<file path="src/rtl/uart_host_pkg.sv">
// Definitions shared by the UART host-side blocks: arbiter FSM states,
// packet limits and the request byte used by the host-side request decoder.
package uart_host_pkg;

   typedef enum logic [1:0] {
      IDLE,
      SEND,
      WAIT_DONE,
      GAP
   } uart_arb_state_t;

   localparam int unsigned MAX_PKT_BYTES = 4;
   localparam logic [7:0]  UART_REQ_BYTE = 8'hC6;

   // Lengths above the packet capacity are sent as full packets.
   function automatic logic [2:0] clamp_len(input logic [2:0] len);
      return (len > 3'(MAX_PKT_BYTES)) ? 3'(MAX_PKT_BYTES) : len;
   endfunction

endpackage

</file>
<file path="src/rtl/rr_arbiter.sv">
// Combinational round-robin selector: picks the first active request at or
// above ptr_i, wrapping past N-1 back to 0.
module rr_arbiter #(
   parameter int N = 2,
   localparam int IW = (N > 1) ? $clog2(N) : 1
) (
   input  logic [N-1:0]  req_i,
   input  logic [IW-1:0] ptr_i,
   output logic [N-1:0]  grant_o,
   output logic [IW-1:0] idx_o
);

   logic [IW:0] pos;
   logic        found;

   always_comb begin
      grant_o = '0;
      idx_o   = '0;
      found   = 1'b0;
      pos     = '0;
      for (int unsigned i = 0; i < N; i++) begin
         pos = {1'b0, ptr_i} + (IW+1)'(i);
         if (pos >= (IW+1)'(N)) pos = pos - (IW+1)'(N);
         if (!found && req_i[pos[IW-1:0]]) begin
            found                  = 1'b1;
            grant_o[pos[IW-1:0]]   = 1'b1;
            idx_o                  = pos[IW-1:0];
         end
      end
   end

endmodule

</file>
<file path="src/rtl/uart_tx_pkt_arbiter.sv">
// Shares one byte-serial UART transmitter between NUM_REQ packet sources:
// round-robin grant per packet, LSB-first byte feed, ack, optional idle gap.
module uart_tx_pkt_arbiter
   import uart_host_pkg::*;
#(
   parameter int NUM_REQ    = 2,
   parameter int GAP_CYCLES = 0
) (
   input  logic                   clk,
   input  logic                   rst_n,
   input  logic [NUM_REQ-1:0]     req,
   input  logic [32*NUM_REQ-1:0]  pkt_data,
   input  logic [3*NUM_REQ-1:0]   pkt_len,
   output logic [NUM_REQ-1:0]     gnt,
   output logic [NUM_REQ-1:0]     ack,
   output logic                   tx_trmt,
   output logic [7:0]             tx_data,
   input  logic                   tx_done,
   output logic                   busy
);

   localparam int IW = (NUM_REQ > 1) ? $clog2(NUM_REQ) : 1;
   localparam int GW = (GAP_CYCLES > 1) ? $clog2(GAP_CYCLES) : 1;
   localparam logic [GW-1:0] GAP_LOAD = GW'((GAP_CYCLES > 0) ? GAP_CYCLES - 1 : 0);
   localparam logic [IW-1:0] LAST_IDX = IW'(NUM_REQ - 1);

   uart_arb_state_t      state_q, state_d;
   logic [NUM_REQ-1:0]   gnt_q, gnt_d;
   logic [NUM_REQ-1:0]   ack_q, ack_d;
   logic                 trmt_q, trmt_d;
   logic [7:0]           txd_q, txd_d;
   logic [31:0]          shift_q, shift_d;
   logic [2:0]           rem_q, rem_d;
   logic [GW-1:0]        gap_q, gap_d;
   logic [IW-1:0]        ptr_q, ptr_d;
   logic [IW-1:0]        win_q, win_d;

   logic [NUM_REQ-1:0]   arb_grant;
   logic [IW-1:0]        arb_idx;
   logic [31:0]          data_arr [NUM_REQ];
   logic [2:0]           len_arr  [NUM_REQ];
   logic [2:0]           sel_len;
   logic                 done_ok;

   for (genvar g = 0; g < NUM_REQ; g++) begin : g_unpack
      assign data_arr[g] = pkt_data[32*g +: 32];
      assign len_arr[g]  = pkt_len[3*g +: 3];
   end

   rr_arbiter #(.N(NUM_REQ)) u_rr (
      .req_i   (req),
      .ptr_i   (ptr_q),
      .grant_o (arb_grant),
      .idx_o   (arb_idx)
   );

   assign sel_len = clamp_len(len_arr[arb_idx]);
   // A tx_done coinciding with the start pulse belongs to no byte of ours.
   assign done_ok = tx_done & ~trmt_q;

   always_comb begin
      state_d = state_q;
      gnt_d   = gnt_q;
      ack_d   = '0;
      trmt_d  = 1'b0;
      txd_d   = txd_q;
      shift_d = shift_q;
      rem_d   = rem_q;
      gap_d   = gap_q;
      ptr_d   = ptr_q;
      win_d   = win_q;
      unique case (state_q)
         IDLE: begin
            if (|req) begin
               gnt_d   = arb_grant;
               win_d   = arb_idx;
               shift_d = data_arr[arb_idx];
               rem_d   = sel_len;
               state_d = WAIT_DONE;
               if (sel_len != 3'd0) begin
                  trmt_d = 1'b1;
                  txd_d  = data_arr[arb_idx][7:0];
               end
            end
         end
         SEND: begin
            shift_d = shift_q >> 8;
            txd_d   = shift_q[15:8];
            trmt_d  = 1'b1;
            state_d = WAIT_DONE;
         end
         WAIT_DONE: begin
            // rem_q == 0 only for zero-length packets: finish without sending.
            if (rem_q == 3'd0 || (done_ok && rem_q == 3'd1)) begin
               ack_d = gnt_q;
               gnt_d = '0;
               rem_d = '0;
               ptr_d = (win_q == LAST_IDX) ? '0 : win_q + IW'(1);
               if (GAP_CYCLES > 0) begin
                  state_d = GAP;
                  gap_d   = GAP_LOAD;
               end else begin
                  state_d = IDLE;
               end
            end else if (done_ok) begin
               rem_d   = rem_q - 3'd1;
               state_d = SEND;
            end
         end
         GAP: begin
            if (gap_q == '0) state_d = IDLE;
            else             gap_d   = gap_q - GW'(1);
         end
         default: state_d = IDLE;
      endcase
   end

   always_ff @(posedge clk) begin
      if (!rst_n) begin
         state_q <= IDLE;
         gnt_q   <= '0;
         ack_q   <= '0;
         trmt_q  <= 1'b0;
         txd_q   <= '0;
         shift_q <= '0;
         rem_q   <= '0;
         gap_q   <= '0;
         ptr_q   <= '0;
         win_q   <= '0;
      end else begin
         state_q <= state_d;
         gnt_q   <= gnt_d;
         ack_q   <= ack_d;
         trmt_q  <= trmt_d;
         txd_q   <= txd_d;
         shift_q <= shift_d;
         rem_q   <= rem_d;
         gap_q   <= gap_d;
         ptr_q   <= ptr_d;
         win_q   <= win_d;
      end
   end

   assign gnt     = gnt_q;
   assign ack     = ack_q;
   assign tx_trmt = trmt_q;
   assign tx_data = txd_q;
   assign busy    = (state_q != IDLE);

endmodule

</file>
<file path="config.mk">
export PLATFORM = sky130hd
export DESIGN_NAME = uart_tx_pkt_arbiter
export DESIGN_NICKNAME = d
export VERILOG_FILES = /design/src/rtl/uart_host_pkg.sv /design/src/rtl/rr_arbiter.sv /design/src/rtl/uart_tx_pkt_arbiter.sv
export SDC_FILE = /design/constraint.sdc
export NUM_CORES = 1
export LEC_CHECK = 0
export ABC_CLOCK_PERIOD_IN_PS = 1700
export CAP_MARGIN = 10
export CORE_MARGIN = 5
export CORE_UTILIZATION = 45
export DETAILED_ROUTE_END_ITERATION = 12
export GPL_TIMING_DRIVEN = 1
export PLACE_DENSITY = 0.78
export SYNTH_ARGS = -nofsm -noshare
export SYNTH_HDL_FRONTEND = slang
export SYNTH_SLANG_ARGS = --single-unit
</file>
<file path="constraint.sdc">
create_clock -name clk -period 1.7 [get_ports clk]
set_input_delay 0.255 -clock clk [delete_from_list [all_inputs] [get_ports clk]]
set_output_delay 0.255 -clock clk [all_outputs]
set_load 0.02 [all_outputs]
</file>
==> results.sh <==
export IMPL_ys_warn_count=0
export IMPL_powerDensity_nw_per_um2=848
export IMPL_drv_cap=0
export IMPL_io_buffers=88
export IMPL_cts_sinks=44
export IMPL_num_antenna_cells=0
export IMPL_grt_overflow_total=0
export IMPL_slowest_delay_ns=0.51
export IMPL_reg2regPathDepth=5
export IMPL_synthDistinctLibCells=35
export IMPL_mostFrequentLayoutCells="86 x clkdlybuf4s50_1, 42 x dfxtp_1, 35 x o21ai_0"
export IMPL_status="complete, no violations"
export IMPL_core_area_sq_um=5440
export IMPL_worstSetupStartpointType="register"
export IMPL_endpoint="tx_data[3]$_SDFFE_PN0P_"
export IMPL_netlist_area_sq_um=2500
export IMPL_dr_total_vias=2613
export IMPL_crit_cells=5
export IMPL_cp_arrival_ns=1.78
export IMPL_cp_slowest_cell="or4_1"
export IMPL_drive_gt1_frac=0.0893
export IMPL_final_common_cell="clkdlybuf4s50_1"
export IMPL_cts_tree="done"
export IMPL_required_ns=1.89
export IMPL_grt_pass1_wl_um=11700
export IMPL_wl_met2_um=3200
export IMPL_row_count=27
export IMPL_top_layer="met4"
export IMPL_cts_inserted_buffers=5
export IMPL_netlist_instances=314
export IMPL_first_pass_iters=4
export IMPL_start_util=0.459
export IMPL_cts_root_buf="clkbuf_8"
export IMPL_dp_hpwl_um=5200
export IMPL_r2r_end="tx_data[3]$_SDFFE_PN0P_"
export IMPL_routedWlPerCell_um=14.5
export IMPL_grt_pass1_vias=2529
export IMPL_fp_dieH_um=84.5
export IMPL_reg2reg_slack_ns=0.11
export IMPL_wl_met1_um=3070
export IMPL_fillers=493
export IMPL_cp_max_fo=8
export IMPL_worst_pin_slew_ns=0.293
export IMPL_fin_nets=480
export IMPL_area_growth_pct=46.7
export IMPL_yosysSeqAreaShare=0.353
export IMPL_ys_seq_elements=44
export IMPL_htree_levels=2
export IMPL_drv_slew=0
export IMPL_die_w_um=84.5
export IMPL_synthMuxAreaShare=0.0321
export IMPL_rsz0062_at_grt="no"
export IMPL_synth_simple_area_share=0.185
export IMPL_rr_startpoint="state_q[0]$_SDFFE_PN0P_"
export IMPL_place_area_sq_um=3520
export IMPL_hold_buffers=0
export IMPL_finalInstanceArea_sq_um=3660
export IMPL_clkLatencyLatePin_ns=0.30
export IMPL_grt_max_degree=41
export IMPL_syn_num_nets=392
export IMPL_die_area_sq_um=7140
export IMPL_timing_fmax_ghz=0.628
export IMPL_power_leakage_uw=0.00144
export IMPL_ant_nets=0
export IMPL_synth_top_family_by_area="compound AO/OA/AOI/OAI gates"
export IMPL_synth_xor_area_frac=0
export IMPL_synth_compound_area_frac=0.354
export IMPL_finalSetupViolCount=0
export IMPL_globalplace_congestion=0.931
export IMPL_path_buf_inv=1
export IMPL_hp_class="register to register"
export IMPL_wl_met3_um=577
export IMPL_fin_crit_sh=0.936
export IMPL_antenna_found_initial=0
export IMPL_endpoint_kind="register"
export IMPL_drcViolationCount=0
export IMPL_total_power_uw=3100
export IMPL_multi_input_area_sq_um=1470
export IMPL_critPathLaunch="state_q[0]$_SDFFE_PN0P_"
export IMPL_path_clk_slew_ns=0.09
export IMPL_ir_worst_vdd_mv=0.360
export IMPL_grt_total_usage=0.194
export IMPL_avgSynthCellArea_sq_um=7.95
export IMPL_clk_path_buf_depth=2
export IMPL_period_needed_ns=1.59
export IMPL_hold_viol=0
export IMPL_path_class="register to register"
export IMPL_fin_skew_ns=0.00916
export IMPL_relSlewSlack=0.804
export IMPL_drt_iter0_drc=137
export IMPL_area_sequential_sq_um=883
export IMPL_via_per_inst=5.50
export IMPL_cp_cell_sequence="or4_1 -> a21oi_1 -> a311oi_4 -> buf_12 -> mux2i_1"
export IMPL_io_pins=89
export IMPL_cp_top_family="simple AND/OR/NAND/NOR gates"
export IMPL_routed_wirelength_um=6890
export IMPL_synthAdderAreaFrac=0.0150
export IMPL_final_core_util=0.673
## state kept, by name, indices dropped and copies added, names as in the netlist
signal / flops
shift_q: 24
ptr_q: 1
rem_q: 3
win_q: 1
tx_trmt: 1
state_q: 2
tx_data: 8
ack: 2
gnt: 2
## cell families after synthesis
logic type | after synthesis
AOI/OAI and AO/OA | 137
and+or+nand+nor | 86
muxes | 8
buffers and inverters | 36
DFF | 44
adders and majority gates | 3
## worst min path at each step
stage	from	slack [ns]	endpoint	depth (start not counted)
floorplan	shift_q[24]$_SDFFE_PN0P_	0.43	shift_q[24]$_SDFFE_PN0P_	2
global route	shift_q[28]$_SDFFE_PN0P_	0.48	shift_q[28]$_SDFFE_PN0P_	2
finish	shift_q[31]$_SDFFE_PN0P_	0.46	shift_q[31]$_SDFFE_PN0P_	2
global placement	shift_q[31]$_SDFFE_PN0P_	0.44	shift_q[31]$_SDFFE_PN0P_	2
CTS	shift_q[31]$_SDFFE_PN0P_	0.46	shift_q[31]$_SDFFE_PN0P_	2
detailed placement	shift_q[31]$_SDFFE_PN0P_	0.44	shift_q[31]$_SDFFE_PN0P_	2
## worst reg2reg max path: stages (launching register included)
cell	delay, ns
dfxtp_2	0.37
or4_1	0.51
a21oi_1	0.24
a311oi_4	0.09
buf_12	0.17
mux2i_1	0.11
## layout make-up
class | instances | area share
well taps | 72 | 0.0246
clock buffers | 5 | 0.0188
inverters | 8 | 0.00820
repair buffers | 109 | 0.292
multi-input cells | 234 | 0.402
flip-flops and latches | 44 | 0.241
clock inverters | 3 | 0.0130
## per-stage QoR
step | TNS, ns | setup WS, ns | hold WS [ns] | cells
6_report | 0 | 0.108 | 0.459 | 475
3_5_place_dp | -3.99 | -0.363 | 0.445 | 466
4_1_cts | 0 | 0.112 | 0.457 | 475
2_1_floorplan | 0 | 0.191 | 0.432 | 314
5_1_grt | 0 | 0.00855 | 0.477 | 475
3_3_place_gp | -2.27 | -0.255 | 0.440 | 466
## Yosys cell counts
master,instances,share of area
dfxtp_1,44,0.35
nor3_1,4,0.0080
nor2b_1,4,0.010
nand2_1,21,0.032
nand3b_1,1,0.0030
inv_1,7,0.011
o21ai_1,3,0.0060
inv_2,1,0.0015
buf_4,2,0.0060
nor4b_1,4,0.014
o21a_1,1,0.0030
buf_2,1,0.0020
or4_1,1,0.0030
o311a_1,1,0.0040
and3_1,26,0.065
a211o_1,8,0.028
a21boi_0,25,0.075
a311oi_4,1,0.011
mux2i_1,8,0.032
nor2_1,13,0.020
a21oi_1,30,0.060
nand3_1,1,0.0020
a21o_1,1,0.0030
o32ai_1,2,0.0070
buf_6,1,0.0045
clkbuf_1,24,0.036
or3_1,4,0.010
nand4b_1,1,0.0035
o21ai_0,36,0.072
a31oi_1,4,0.010
a211oi_1,9,0.027
nand2b_1,5,0.013
and2_1,1,0.0025
ha_1,3,0.015
a22oi_1,16,0.048
## timing repair
| action | CTS | global route |
|---|---|---|
| resized for setup | 3 | 1 |
| setup buffers | 1 | 0 |
| setup endpoints to repair | 9 | 1 |
| pin swaps | 1 | 0 |
## per-layer routing
metal / global-route usage / vias to the layer above
met3: 0.0658 / 4
met5: 0 / -
met4: 0.0417 / 0
met1: 0.245 / 1184
met2: 0.323 / 91
li1: - / 1334
## power by group
| part | leakage [uW] | switching (uW) | total [uW] | internal, uW |
|---|---|---|---|---|
| sequential | 0.000363 | 86.9 | 1250 | 1160 |
| clock | 0.0000583 | 376 | 819 | 443 |
| combinational | 0.00102 | 502 | 1040 | 536 |
No activity file was read; power rests on OpenSTA's default activity.
